**config.mk**
```make
export PLATFORM = sky130hd
export DESIGN_NAME = eth_frame_log_arbiter_flat
export DESIGN_NICKNAME = d
export VERILOG_FILES = /design/src/rtl/eth_frame_log_arbiter_pkg.sv /design/src/rtl/eth_frame_log_arbiter_if.sv /design/src/rtl/eth_frame_log_arbiter_rr_select.sv /design/src/rtl/eth_frame_log_arbiter.sv /design/src/flat_wrapper.sv
export SDC_FILE = /design/constraint.sdc
export NUM_CORES = 1
export LEC_CHECK = 0
export ABC_AREA = 1
export CELL_PAD_IN_SITES_DETAIL_PLACEMENT = 0
export CELL_PAD_IN_SITES_GLOBAL_PLACEMENT = 1
export CORE_AREA = 2 2 333 335
export CTS_CLUSTER_SIZE = 10
export DETAILED_ROUTE_END_ITERATION = 6
export DIE_AREA = 0 0 335 337
export GPL_TIMING_DRIVEN = 1
export PLACE_DENSITY = 0.46
export SYNTH_ARGS = -nofsm -noshare
export SYNTH_HDL_FRONTEND = slang
export SYNTH_SLANG_ARGS = --single-unit
```
**constraint.sdc**
```tcl
create_clock -name clk -period 10.94 [get_ports clk]
set_clock_uncertainty 0.15 [all_clocks]
set_input_delay 3.282 -clock clk [delete_from_list [all_inputs] [get_ports clk]]
set_output_delay 3.282 -clock clk [all_outputs]
set_load 0.01 [all_outputs]
```
**src/rtl/eth_frame_log_arbiter_pkg.sv**
```systemverilog
// Shared types and constants for the frame log arbiter: FSM states, control
// record layout, header field positions and the data-word count helper.
package eth_frame_log_pkg;

  localparam int LOG_DATA_W = 64;
  localparam int CTL_W      = 120;
  localparam int FRAME_W    = 64;

  localparam int HDR_SRC_LSB     = 56;
  localparam int HDR_MATCHED_LSB = 48;
  localparam int HDR_SIZE_LSB    = 32;
  localparam int HDR_NUMBER_LSB  = 0;

  typedef enum logic [1:0] {
    ST_IDLE,
    ST_HDR0,
    ST_HDR1,
    ST_DATA
  } state_e;

  // Field order matches the packed control word, MATCHED in the top byte.
  typedef struct packed {
    logic [7:0]  matched;
    logic [15:0] size;
    logic [31:0] number;
    logic [63:0] timestamp;
  } ctl_rec_t;

  // 17-bit arithmetic so SIZE=0xFFFF rounds up to 8192 words without overflow.
  function automatic logic [16:0] word_count(input logic [15:0] size);
    return ({1'b0, size} + 17'd7) >> 3;
  endfunction

  function automatic logic [LOG_DATA_W-1:0] make_header(input logic [7:0] src,
                                                        input ctl_rec_t rec);
    logic [LOG_DATA_W-1:0] hdr;
    hdr = '0;
    hdr[HDR_SRC_LSB +: 8]      = src;
    hdr[HDR_MATCHED_LSB +: 8]  = rec.matched;
    hdr[HDR_SIZE_LSB +: 16]    = rec.size;
    hdr[HDR_NUMBER_LSB +: 32]  = rec.number;
    return hdr;
  endfunction

endpackage

```
**src/rtl/eth_frame_log_arbiter_if.sv**
```systemverilog
// Merged log output stream (AXI-Stream style): data, valid, last, ready.
interface eth_frame_log_arbiter_if;
  import eth_frame_log_pkg::*;

  logic [LOG_DATA_W-1:0] tdata;
  logic                  tvalid;
  logic                  tlast;
  logic                  tready;

  modport master (output tdata, output tvalid, output tlast, input tready);
  modport slave  (input tdata, input tvalid, input tlast, output tready);

endinterface

```
**src/rtl/eth_frame_log_arbiter_rr_select.sv**
```systemverilog
// Combinational round-robin picker: first requester at or after start_i,
// wrapping, returned both one-hot and as an index.
module eth_log_rr_select #(
  parameter int C_NUM_SOURCES = 4,
  parameter int C_IDX_W       = 2
) (
  input  logic [C_NUM_SOURCES-1:0] req_i,
  input  logic [C_IDX_W-1:0]       start_i,
  output logic [C_NUM_SOURCES-1:0] gnt_o,
  output logic [C_IDX_W-1:0]       idx_o,
  output logic                     any_o
);

  localparam int SUM_W = C_IDX_W + 1;

  always_comb begin : p_pick
    logic [SUM_W-1:0]   sum;
    logic [C_IDX_W-1:0] pos;
    gnt_o = '0;
    idx_o = '0;
    any_o = 1'b0;
    sum   = '0;
    pos   = '0;
    for (int k = 0; k < C_NUM_SOURCES; k++) begin
      sum = {1'b0, start_i} + SUM_W'(k);
      if (sum >= SUM_W'(C_NUM_SOURCES)) begin
        sum = sum - SUM_W'(C_NUM_SOURCES);
      end
      pos = sum[C_IDX_W-1:0];
      if (!any_o && req_i[pos]) begin
        any_o      = 1'b1;
        gnt_o[pos] = 1'b1;
        idx_o      = pos;
      end
    end
  end

endmodule

```
**src/rtl/eth_frame_log_arbiter.sv**
```systemverilog
// Merges per-source control records and frame words into one log stream.
// Build macro ETH_FRAME_LOG_ARB_DROP_EN: silently drain MATCHED==0 records.
//
// state    | meaning
// ST_IDLE  | wait for enable and a control request; grant and latch record
// ST_HDR0  | emit timestamp word
// ST_HDR1  | emit {source, matched, size, number}; last if size is zero
// ST_DATA  | pass granted frame words through (or drain them when dropping)
module eth_frame_log_arbiter
  import eth_frame_log_pkg::*;
#(
  parameter int C_NUM_SOURCES     = 4,
  parameter int C_MAX_FRAME_WORDS = 8192
) (
  input  logic                               clk,
  input  logic                               rst_n,
  input  logic                               enable,
  input  logic [CTL_W*C_NUM_SOURCES-1:0]     s_axis_ctl_tdata,
  input  logic [C_NUM_SOURCES-1:0]           s_axis_ctl_tvalid,
  output logic [C_NUM_SOURCES-1:0]           s_axis_ctl_tready,
  input  logic [FRAME_W*C_NUM_SOURCES-1:0]   s_axis_frame_tdata,
  input  logic [C_NUM_SOURCES-1:0]           s_axis_frame_tvalid,
  output logic [C_NUM_SOURCES-1:0]           s_axis_frame_tready,
  eth_frame_log_arbiter_if.master            m_axis,
  output logic [31:0]                        records_sent
);

  localparam int IDX_W = (C_NUM_SOURCES > 1) ? $clog2(C_NUM_SOURCES) : 1;
  localparam int CNT_W = $clog2(C_MAX_FRAME_WORDS + 1);

`ifdef ETH_FRAME_LOG_ARB_DROP_EN
  localparam bit DROP_EN = 1'b1;
`else
  localparam bit DROP_EN = 1'b0;
`endif

  ctl_rec_t              ctl_rec    [C_NUM_SOURCES];
  logic [FRAME_W-1:0]    frame_word [C_NUM_SOURCES];

  for (genvar g = 0; g < C_NUM_SOURCES; g++) begin : g_unpack
    assign ctl_rec[g]    = ctl_rec_t'(s_axis_ctl_tdata[g*CTL_W +: CTL_W]);
    assign frame_word[g] = s_axis_frame_tdata[g*FRAME_W +: FRAME_W];
  end

  state_e             state_q, state_d;
  ctl_rec_t           rec_q, rec_d;
  logic [IDX_W-1:0]   src_q, src_d;
  logic [IDX_W-1:0]   ptr_q, ptr_d;
  logic [CNT_W-1:0]   cnt_q, cnt_d;
  logic               drop_q, drop_d;
  logic [31:0]        records_q, records_d;

  logic [C_NUM_SOURCES-1:0] rr_gnt;
  logic [IDX_W-1:0]         rr_idx;
  logic                     rr_any;
  ctl_rec_t                 sel_rec;

  logic [C_NUM_SOURCES-1:0] ctl_tready_c, frame_tready_c;
  logic [LOG_DATA_W-1:0]    tdata_c;
  logic                     tvalid_c, tlast_c;

  eth_log_rr_select #(
    .C_NUM_SOURCES (C_NUM_SOURCES),
    .C_IDX_W       (IDX_W)
  ) u_rr_select (
    .req_i   (s_axis_ctl_tvalid),
    .start_i (ptr_q),
    .gnt_o   (rr_gnt),
    .idx_o   (rr_idx),
    .any_o   (rr_any)
  );

  assign sel_rec = ctl_rec[rr_idx];

  always_comb begin
    state_d        = state_q;
    rec_d          = rec_q;
    src_d          = src_q;
    ptr_d          = ptr_q;
    cnt_d          = cnt_q;
    drop_d         = drop_q;
    records_d      = records_q;
    ctl_tready_c   = '0;
    frame_tready_c = '0;
    tdata_c        = '0;
    tvalid_c       = 1'b0;
    tlast_c        = 1'b0;

    case (state_q)
      ST_IDLE: begin
        if (enable && rr_any) begin
          ctl_tready_c = rr_gnt;
          rec_d        = sel_rec;
          src_d        = rr_idx;
          ptr_d        = (rr_idx == IDX_W'(C_NUM_SOURCES - 1)) ? '0 : rr_idx + IDX_W'(1);
          cnt_d        = CNT_W'(word_count(sel_rec.size));
          drop_d       = DROP_EN && (sel_rec.matched == 8'd0);
          if (drop_d) begin
            // A dropped record skips the headers and only drains its frame words.
            state_d = (sel_rec.size != 16'd0) ? ST_DATA : ST_IDLE;
          end else begin
            state_d = ST_HDR0;
          end
        end
      end
      ST_HDR0: begin
        tdata_c  = rec_q.timestamp;
        tvalid_c = 1'b1;
        if (m_axis.tready) state_d = ST_HDR1;
      end
      ST_HDR1: begin
        tdata_c  = make_header(8'(src_q), rec_q);
        tvalid_c = 1'b1;
        tlast_c  = (rec_q.size == 16'd0);
        if (m_axis.tready) begin
          if (tlast_c) begin
            state_d   = ST_IDLE;
            records_d = records_q + 32'd1;
          end else begin
            state_d = ST_DATA;
          end
        end
      end
      ST_DATA: begin
        if (drop_q) begin
          frame_tready_c[src_q] = 1'b1;
          if (s_axis_frame_tvalid[src_q]) begin
            cnt_d = cnt_q - CNT_W'(1);
            if (cnt_q == CNT_W'(1)) state_d = ST_IDLE;
          end
        end else begin
          tdata_c               = frame_word[src_q];
          tvalid_c              = s_axis_frame_tvalid[src_q];
          tlast_c               = (cnt_q == CNT_W'(1));
          frame_tready_c[src_q] = m_axis.tready;
          if (tvalid_c && m_axis.tready) begin
            cnt_d = cnt_q - CNT_W'(1);
            if (tlast_c) begin
              state_d   = ST_IDLE;
              records_d = records_q + 32'd1;
            end
          end
        end
      end
      default: state_d = ST_IDLE;
    endcase

    // Outputs go quiet the same cycle reset is asserted, not one edge later.
    if (!rst_n) begin
      ctl_tready_c   = '0;
      frame_tready_c = '0;
      tdata_c        = '0;
      tvalid_c       = 1'b0;
      tlast_c        = 1'b0;
    end
  end

  always_ff @(posedge clk) begin
    if (!rst_n) begin
      state_q   <= ST_IDLE;
      rec_q     <= '0;
      src_q     <= '0;
      ptr_q     <= '0;
      cnt_q     <= '0;
      drop_q    <= 1'b0;
      records_q <= '0;
    end else begin
      state_q   <= state_d;
      rec_q     <= rec_d;
      src_q     <= src_d;
      ptr_q     <= ptr_d;
      cnt_q     <= cnt_d;
      drop_q    <= drop_d;
      records_q <= records_d;
    end
  end

  assign s_axis_ctl_tready   = ctl_tready_c;
  assign s_axis_frame_tready = frame_tready_c;
  assign m_axis.tdata        = tdata_c;
  assign m_axis.tvalid       = tvalid_c;
  assign m_axis.tlast        = tlast_c;
  assign records_sent        = records_q;

endmodule

```
**src/flat_wrapper.sv**
```systemverilog
// flat-port wrapper written by rule: the top's interface ports become plain ports
module eth_frame_log_arbiter_flat import eth_frame_log_pkg::*;
#(
  parameter int C_NUM_SOURCES     = 4,
  parameter int C_MAX_FRAME_WORDS = 8192
)
  (clk, rst_n, enable, s_axis_ctl_tdata, s_axis_ctl_tvalid, s_axis_ctl_tready, s_axis_frame_tdata, s_axis_frame_tvalid, s_axis_frame_tready, records_sent, m_axis_tdata, m_axis_tvalid, m_axis_tlast, m_axis_tready);
  eth_frame_log_arbiter_if m_axis_i ();
  input  logic clk;
  input  logic rst_n;
  input  logic enable;
  input  logic [CTL_W*C_NUM_SOURCES-1:0] s_axis_ctl_tdata;
  input  logic [C_NUM_SOURCES-1:0] s_axis_ctl_tvalid;
  output logic [C_NUM_SOURCES-1:0] s_axis_ctl_tready;
  input  logic [FRAME_W*C_NUM_SOURCES-1:0] s_axis_frame_tdata;
  input  logic [C_NUM_SOURCES-1:0] s_axis_frame_tvalid;
  output logic [C_NUM_SOURCES-1:0] s_axis_frame_tready;
  output logic [31:0] records_sent;
  output wire logic [$bits(m_axis_i.tdata)-1:0] m_axis_tdata;
  output wire logic [$bits(m_axis_i.tvalid)-1:0] m_axis_tvalid;
  output wire logic [$bits(m_axis_i.tlast)-1:0] m_axis_tlast;
  input wire logic [$bits(m_axis_i.tready)-1:0] m_axis_tready;
  assign m_axis_tdata = m_axis_i.tdata;
  assign m_axis_tvalid = m_axis_i.tvalid;
  assign m_axis_tlast = m_axis_i.tlast;
  assign m_axis_i.tready = m_axis_tready;
  eth_frame_log_arbiter #(.C_NUM_SOURCES(C_NUM_SOURCES), .C_MAX_FRAME_WORDS(C_MAX_FRAME_WORDS)) u_core (.clk(clk), .rst_n(rst_n), .enable(enable), .s_axis_ctl_tdata(s_axis_ctl_tdata), .s_axis_ctl_tvalid(s_axis_ctl_tvalid), .s_axis_ctl_tready(s_axis_ctl_tready), .s_axis_frame_tdata(s_axis_frame_tdata), .s_axis_frame_tvalid(s_axis_frame_tvalid), .s_axis_frame_tready(s_axis_frame_tready), .m_axis(m_axis_i), .records_sent(records_sent));
endmodule
```
==> results of run 1 <==
area by class of cell:
| class | instances | area [µm²] |
|---|---|---|
| Clock buffer | 17 | 425 |
| Timing Repair Buffer | 881 | 8810 |
| Sequential cell | 172 | 3440 |
| Fill cell | 12403 | 85000 |
| Clock inverter | 15 | 173 |
| Tap cell | 1426 | 1780 |
| Antenna cell | 13 | 32.5 |
| Inverter | 257 | 987 |
| Multi-Input combinational cell | 1588 | 8980 |
cells in the mapped netlist (all sizes together), types with 4 or more instances:
cell / count / area share [%]
nor2: 362 / 9.9
o21ai: 269 / 9.5
inv: 255 / 6.8
nand2: 217 / 6.1
dfxtp: 172 / 24
a21oi: 142 / 5.1
clkbuf: 128 / 3.4
a22oi: 127 / 6.7
o211ai: 108 / 5.7
o221ai: 104 / 6.4
nand3: 71 / 3.1
buf: 64 / 2.7
a221oi: 62 / 3.8
nand4: 41 / 1.9
nor3: 26 / 0.95
ha: 16 / 1.4
nor4: 7 / 0.31
xor2: 6 / 0.37
o21a: 5 / 0.26
a31oi: 4 / 0.18
or2: 4 / 0.18
critical path, stage by stage:
cell and delay, ns:
clkdlybuf4s50_1 0.51, inv_1 0.08, nand2_1 0.10, nand3_1 0.11, nand2_2 0.11, inv_1 0.07
nand3_4 0.29, nand2_1 0.18, nor2_4 0.15, nand2_1 0.14, nor2_1 0.26, clkdlybuf4s50_1 0.58
state kept, by name, indices dropped and copies added, names as in the netlist:
signal / flops
u_core.rec_q: 120
u_core.records_sent: 32
u_core.cnt_q: 14
u_core.ptr_q: 2
u_core.src_q: 2
u_core.state_q: 2
power by group through the flow:
stage	Combinational (µW)	Clock, µW	Sequential (µW)
floorplan	2820	0	1000
global placement	4630	0	1150
CTS	4630	710	1130
finish	4500	667	1120
detailed placement	4610	0	1140
global route	5010	721	1150
cells by family after synthesis:
kind of cell / Yosys count / share of synthesized area, %
AO/OA/AOI/OAI: 831 / 38.3
XOR/XNOR: 8 / 0.493
adder cells (fa/ha/maj): 16 / 1.41
buffers and inverters: 449 / 12.9
flip-flops: 172 / 24.3
AND/OR/NAND/NOR: 733 / 22.7
per-layer routing:
| layer | part of all wire, % | up-vias | GRT usage, % |
|---|---|---|---|
| met3 | 5.8 | 93 | 4.04 |
| met2 | 49 | 614 | 33.3 |
| met4 | 1.6 | 16 | 3.94 |
| li1 | - | 9316 | - |
| met5 | 0.097 | - | 0 |
| met1 | 43 | 9250 | 22.9 |
worst max-delay path by stage:
stage,start,endpoint,slack [ns],cells past startpoint
after floorplan,s_axis_ctl_tvalid[3],s_axis_ctl_tready[0],2.63,12
after global placement,s_axis_ctl_tvalid[2],s_axis_ctl_tready[3],1.57,12
after detailed placement,s_axis_ctl_tvalid[2],s_axis_ctl_tready[3],1.60,12
after CTS,s_axis_ctl_tvalid[2],s_axis_ctl_tready[3],1.58,12
after global routing,s_axis_ctl_tvalid[0],s_axis_ctl_tready[3],1.41,12
final,s_axis_ctl_tvalid[2],s_axis_ctl_tready[3],1.64,12
metrics by stage:
step	util [%]	cell area [µm²]	hold slack (ns)
6_report	22.5	24600	0.346
5_1_grt	22.5	24600	0.358
4_1_cts	22.4	24600	0.358
3_5_place_dp	21.9	24000	0.325
3_3_place_gp	21.9	24000	0.322
2_1_floorplan	-	14200	0.303
==> reports/results.ini, run 1 <==
[logic_synthesis]
synth_seq_cells=172
netlist_area_um2=14200
ys_seq_area_share_pct=24.3
ys_warn_count=0
syn_avg_cell_area_um2=6.43
synth_ff_type=dfxtp_1
synth_nets=2973
yosysUniqueCellTypes=58
async_flop_share_pct=0
synth_edf_count=0
syn_inst=2209

[power_and_ir_drop]
combPwrFrac_pct=71.6
p_clk_share_pct=10.6
p_leak_uw=0.00926
netSwitchingFraction_pct=59.6
ir_drop_uv=247
switchingPower_uw=3750
seqPwrFrac_pct=17.8
fin_total_pwr_uw=6290
intPower_uw=2540
cellPowerDensity_nw_per_um2=255

[critical_path]
crit_arrival_ns=5.87
r2r_slack_ns=5.74
r2r_end=u_core.rec_q[112]
crit_type=in -> out
r2r_start=u_core.ptr_q[0]
start_kind=input pin
cp_max_fo=27
required_ns=7.51
end_kind=primary output
rr_worst_depth=14

[layout]
final_cell_mix=852 x clkdlybuf4s50_1, 353 x nor2_1, 246 x inv_1, 246 x o21ai_0, 199 x nand2_1
area_growth_pct=73.5
fin_nets=3681
layout_commonest_cell=clkdlybuf4s50_1
final-instance-count-excl-fill=4369
drive_gt1_share_pct=4.16

[detailed_routing]
avgViaCountPerCell=4.41
num_vias=19289
drc=0
antenna_left=0
routed_wl_um=110000
drt-pass1-iter-count=5
drt-initial-drc-count=1095
wl_per_cell_um=25.2

[die]
start_util_pct=13.0
coreArea_um2=110000
rows=122
die_h_um=337
ios=854
die_w_um=335
dieArea_um2=113000

[clock_tree]
clk_pin_slew_ns=0.09
cts_resized=0
clk-insertion-delay-late_ns=0.51
cts_tree=built
cts_sinks=172
ctsHoldBuffers=0
cts_inserted_buffers=17
root_buffer=clkbuf_16
clock_path_buffers=2
cts_max_level=4
cts_setup_buffers=0

[timing]
fmax_mhz=108
rsz0062_at_grt=false
finalHoldViolCount=0
setup_ws_ns=1.64
tightestPinTransition_ns=1.13
finalSetupViolations=0
relSlewSlack_pct=24.6
finalMaxSlewViolations=0
finalCriticalPeriod_ns=9.30
timing.setup.tns_ns=0
finalCritPeriodShare_pct=85.0

[run_status]
status=finished clean

[hold_path]
hp-class=reg -> reg
holdPathEnd=u_core.records_sent[30]
whs_path_depth=1
hold_path_startpoint=u_core.records_sent[30]

[global_routing]
antenna_found_initial=37
grt_max_degree=140
first_global_vias=19402
grt_usage_pct=18.7
grt.overflow.total=0
grt_pass1_wl_um=150000

[placed_design]
io_buffers=853
hpwlAfterDp_um=86300
dp_slack_ns=1.60
routabilityCongestion=0.821
numPlacedInstances=4324

[run]
maxCapViolations=0

(Power assumes the default switching activity.)
==> run 2: changes to the inputs <==
--- a/config.mk
+++ b/config.mk
@@ -14,6 +14,7 @@
 export DIE_AREA = 0 0 335 337
 export GPL_TIMING_DRIVEN = 1
 export PLACE_DENSITY = 0.46
+export SLEW_MARGIN = 30
 export SYNTH_ARGS = -nofsm -noshare
 export SYNTH_HDL_FRONTEND = slang
 export SYNTH_SLANG_ARGS = --single-unit
==> constraint.sdc (replaced) <==
create_clock -name clk -period 10.94 [get_ports clk]
set_clock_uncertainty 0.15 [all_clocks]
set_input_delay 1.094 -clock clk [delete_from_list [all_inputs] [get_ports clk]]
set_output_delay 1.094 -clock clk [all_outputs]
set_load 0.01 [all_outputs]
==> run 2 against run 1 <==
  * Sequential share of layout area is 0.053 points higher
  * Sequential cell count stayed put
  * Cell count hardly changed
  * Hold slack better by 0.0049 ns
  * Clock-buffer cell count is 1 higher
  * Largest cell class unchanged
==> reports/results.ini, run 2 (synthesis gave the netlist of run 1 again) <==
[placed_design]
numPlacedInstances=4316  ; was 4324
routabilityCongestion=0.831  ; was 0.821
hpwlAfterDp_um=86000  ; was 86300 µm
io_buffers=853  ; unchanged

[clock_tree]
cts_setup_buffers=0  ; unchanged
cts_sinks=172  ; unchanged
clk_pin_slew_ns=0.08  ; was 0.09 ns
ctsHoldBuffers=0  ; unchanged
cts_tree=built  ; unchanged
cts_inserted_buffers=17  ; unchanged
clk-insertion-delay-late_ns=0.51  ; about the same
clock_path_buffers=2  ; unchanged
root_buffer=clkbuf_16  ; unchanged
cts_max_level=4  ; unchanged
cts_resized=0  ; unchanged

[critical_path]
crit_type=reg -> reg  ; was in -> out
r2r_slack_ns=5.33  ; was 5.74 ns
end_kind=flop  ; was primary output
cp_max_fo=153  ; was 27
required_ns=11.23  ; was 7.51 ns
crit_arrival_ns=5.90  ; was 5.87 ns
rr_worst_depth=20  ; was 14
start_kind=flop  ; was input pin

[timing]
finalCriticalPeriod_ns=5.61  ; was 9.30 ns
finalHoldViolCount=0  ; unchanged
finalCritPeriodShare_pct=51.3  ; was 85.0%
finalSetupViolations=0  ; unchanged
relSlewSlack_pct=34.2  ; was 24.6%
fmax_mhz=178  ; was 108 MHz
timing.setup.tns_ns=0  ; unchanged
finalMaxSlewViolations=0  ; unchanged
rsz0062_at_grt=false  ; unchanged
tightestPinTransition_ns=0.988  ; was 1.13 ns

[detailed_routing]
drt-pass1-iter-count=5  ; unchanged
antenna_left=0  ; unchanged
wl_per_cell_um=25.1  ; was 25.2 µm
avgViaCountPerCell=4.39  ; was 4.41
drc=0  ; unchanged
num_vias=19160  ; was 19289
drt-initial-drc-count=1204  ; was 1095
routed_wl_um=110000  ; about the same

[die]
coreArea_um2=110000  ; unchanged
ios=854  ; unchanged
die_w_um=335  ; unchanged
start_util_pct=13.0  ; unchanged
dieArea_um2=113000  ; unchanged
rows=122  ; unchanged
die_h_um=337  ; unchanged

[layout]
area_growth_pct=72.9  ; was 73.5%
fin_nets=3673  ; was 3681
regMostFlops=u_core.rec_q  ; unchanged
layout_commonest_cell=clkdlybuf4s50_1  ; unchanged
final_cell_mix=852 x clkdlybuf4s50_1, 353 x nor2_1, 246 x o21ai_0, 245 x inv_1, 199 x nand2_1  ; was 852 x clkdlybuf4s50_1, 353 x nor2_1, 246 x inv_1, 246 x o21ai_0, 199 x nand2_1
largest_register_ffs=120  ; unchanged
fill_cells=12426  ; was 12403
drive_gt1_share_pct=3.90  ; was 4.16%
final-instance-count-excl-fill=4367  ; was 4369

[global_routing]
first_global_vias=19233  ; was 19402
grt.overflow.total=0  ; unchanged
grt_pass1_wl_um=151000  ; was 150000 µm
antenna_found_initial=44  ; was 37
grt_usage_pct=18.7  ; about the same
grt_max_degree=153  ; was 140

[power_and_ir_drop]
cellPowerDensity_nw_per_um2=248  ; was 255 nW/µm²
ir_drop_uv=261  ; was 247 µV
switchingPower_uw=3580  ; was 3750 µW
p_clk_share_pct=10.6  ; about the same
intPower_uw=2510  ; was 2540 µW
combPwrFrac_pct=70.4  ; was 71.6%
netSwitchingFraction_pct=58.8  ; was 59.6%
seqPwrFrac_pct=19.0  ; was 17.8%
p_leak_uw=0.00919  ; was 0.00926 µW

[hold_path]
hp-class=reg -> reg  ; unchanged
whs_path_depth=1  ; unchanged

[run_status]
status=finished clean  ; unchanged

[run]
maxCapViolations=0  ; unchanged

==> run 2: final cells by class <==
class                   instances  area [µm²]  share of cell area (%)
multi-input cells            1588        8980                    36.6
well taps                    1426        1780                    7.27
diodes                         19        47.5                   0.194
flip-flops and latches        172        3440                    14.0
repair buffers                873        8740                    35.6
clock buffers                  18         439                    1.79
inverters                     257         987                    4.02
clock inverters                14         124                   0.505
==> run 2: through the flow <==
| stage | worst slack (ns) | hold slack [ns] | total power (µW) | utilization, % | instance area [µm²] |
|---|---|---|---|---|---|
| after floorplan | 7.01 | 0.303 | 3820 | - | 14200 |
| after global placement | 4.79 | 0.320 | 5570 | 21.8 | 23900 |
| after detailed placement | 4.83 | 0.329 | 5540 | 21.8 | 23900 |
| after CTS | 5.18 | 0.355 | 6230 | 22.4 | 24500 |
| after global routing | 4.65 | 0.371 | 6690 | 22.4 | 24500 |
| final | 5.33 | 0.351 | 6090 | 22.4 | 24500 |
==> run 2: power groups by stage <==
stage	combinational (µW)	clock, µW	sequential (µW)
2_1_floorplan	2820	0	1000
3_3_place_gp	4390	0	1190
3_5_place_dp	4360	0	1180
4_1_cts	4380	688	1170
5_1_grt	4800	699	1190
6_report	4290	643	1160
==> run 2: final timing paths <==
kind | from | endpoint
worst max-delay path | u_core.ptr_q[0] | u_core.cnt_q[9]
worst min-delay path | u_core.records_sent[30] | u_core.records_sent[30]
worst max register to register | u_core.ptr_q[0] | u_core.cnt_q[9]
worst min register to register | u_core.records_sent[30] | u_core.records_sent[30]
==> run 2: routing by layer <==
layer | vias up | part of all wire, % | global-route usage, %
met1 | 9121 | 44 | 23.0
met5 | - | 0.065 | 0
met4 | 12 | 2.0 | 4.80
li1 | 9309 | - | -
met2 | 629 | 49 | 32.5
met3 | 89 | 5.6 | 4.47
==> run 2: worst max-delay path, cell delays in order, from the launching register on <==
cell and delay, ns:
dfxtp_1 0.72, inv_6 0.14, ha_1 0.44, inv_1 0.15
nand3_1 0.09, nand2_1 0.11, a21oi_1 0.09, nand2_2 0.42
nand3_4 0.77, inv_6 0.72, buf_12 0.47, nand2_1 0.14
nand2_1 0.09, nand2_1 0.05, nand2_1 0.17, nor2_4 0.08
nor2_4 0.20, nand3_1 0.13, nand2_1 0.08, nand3_1 0.08
a21oi_2 0.14
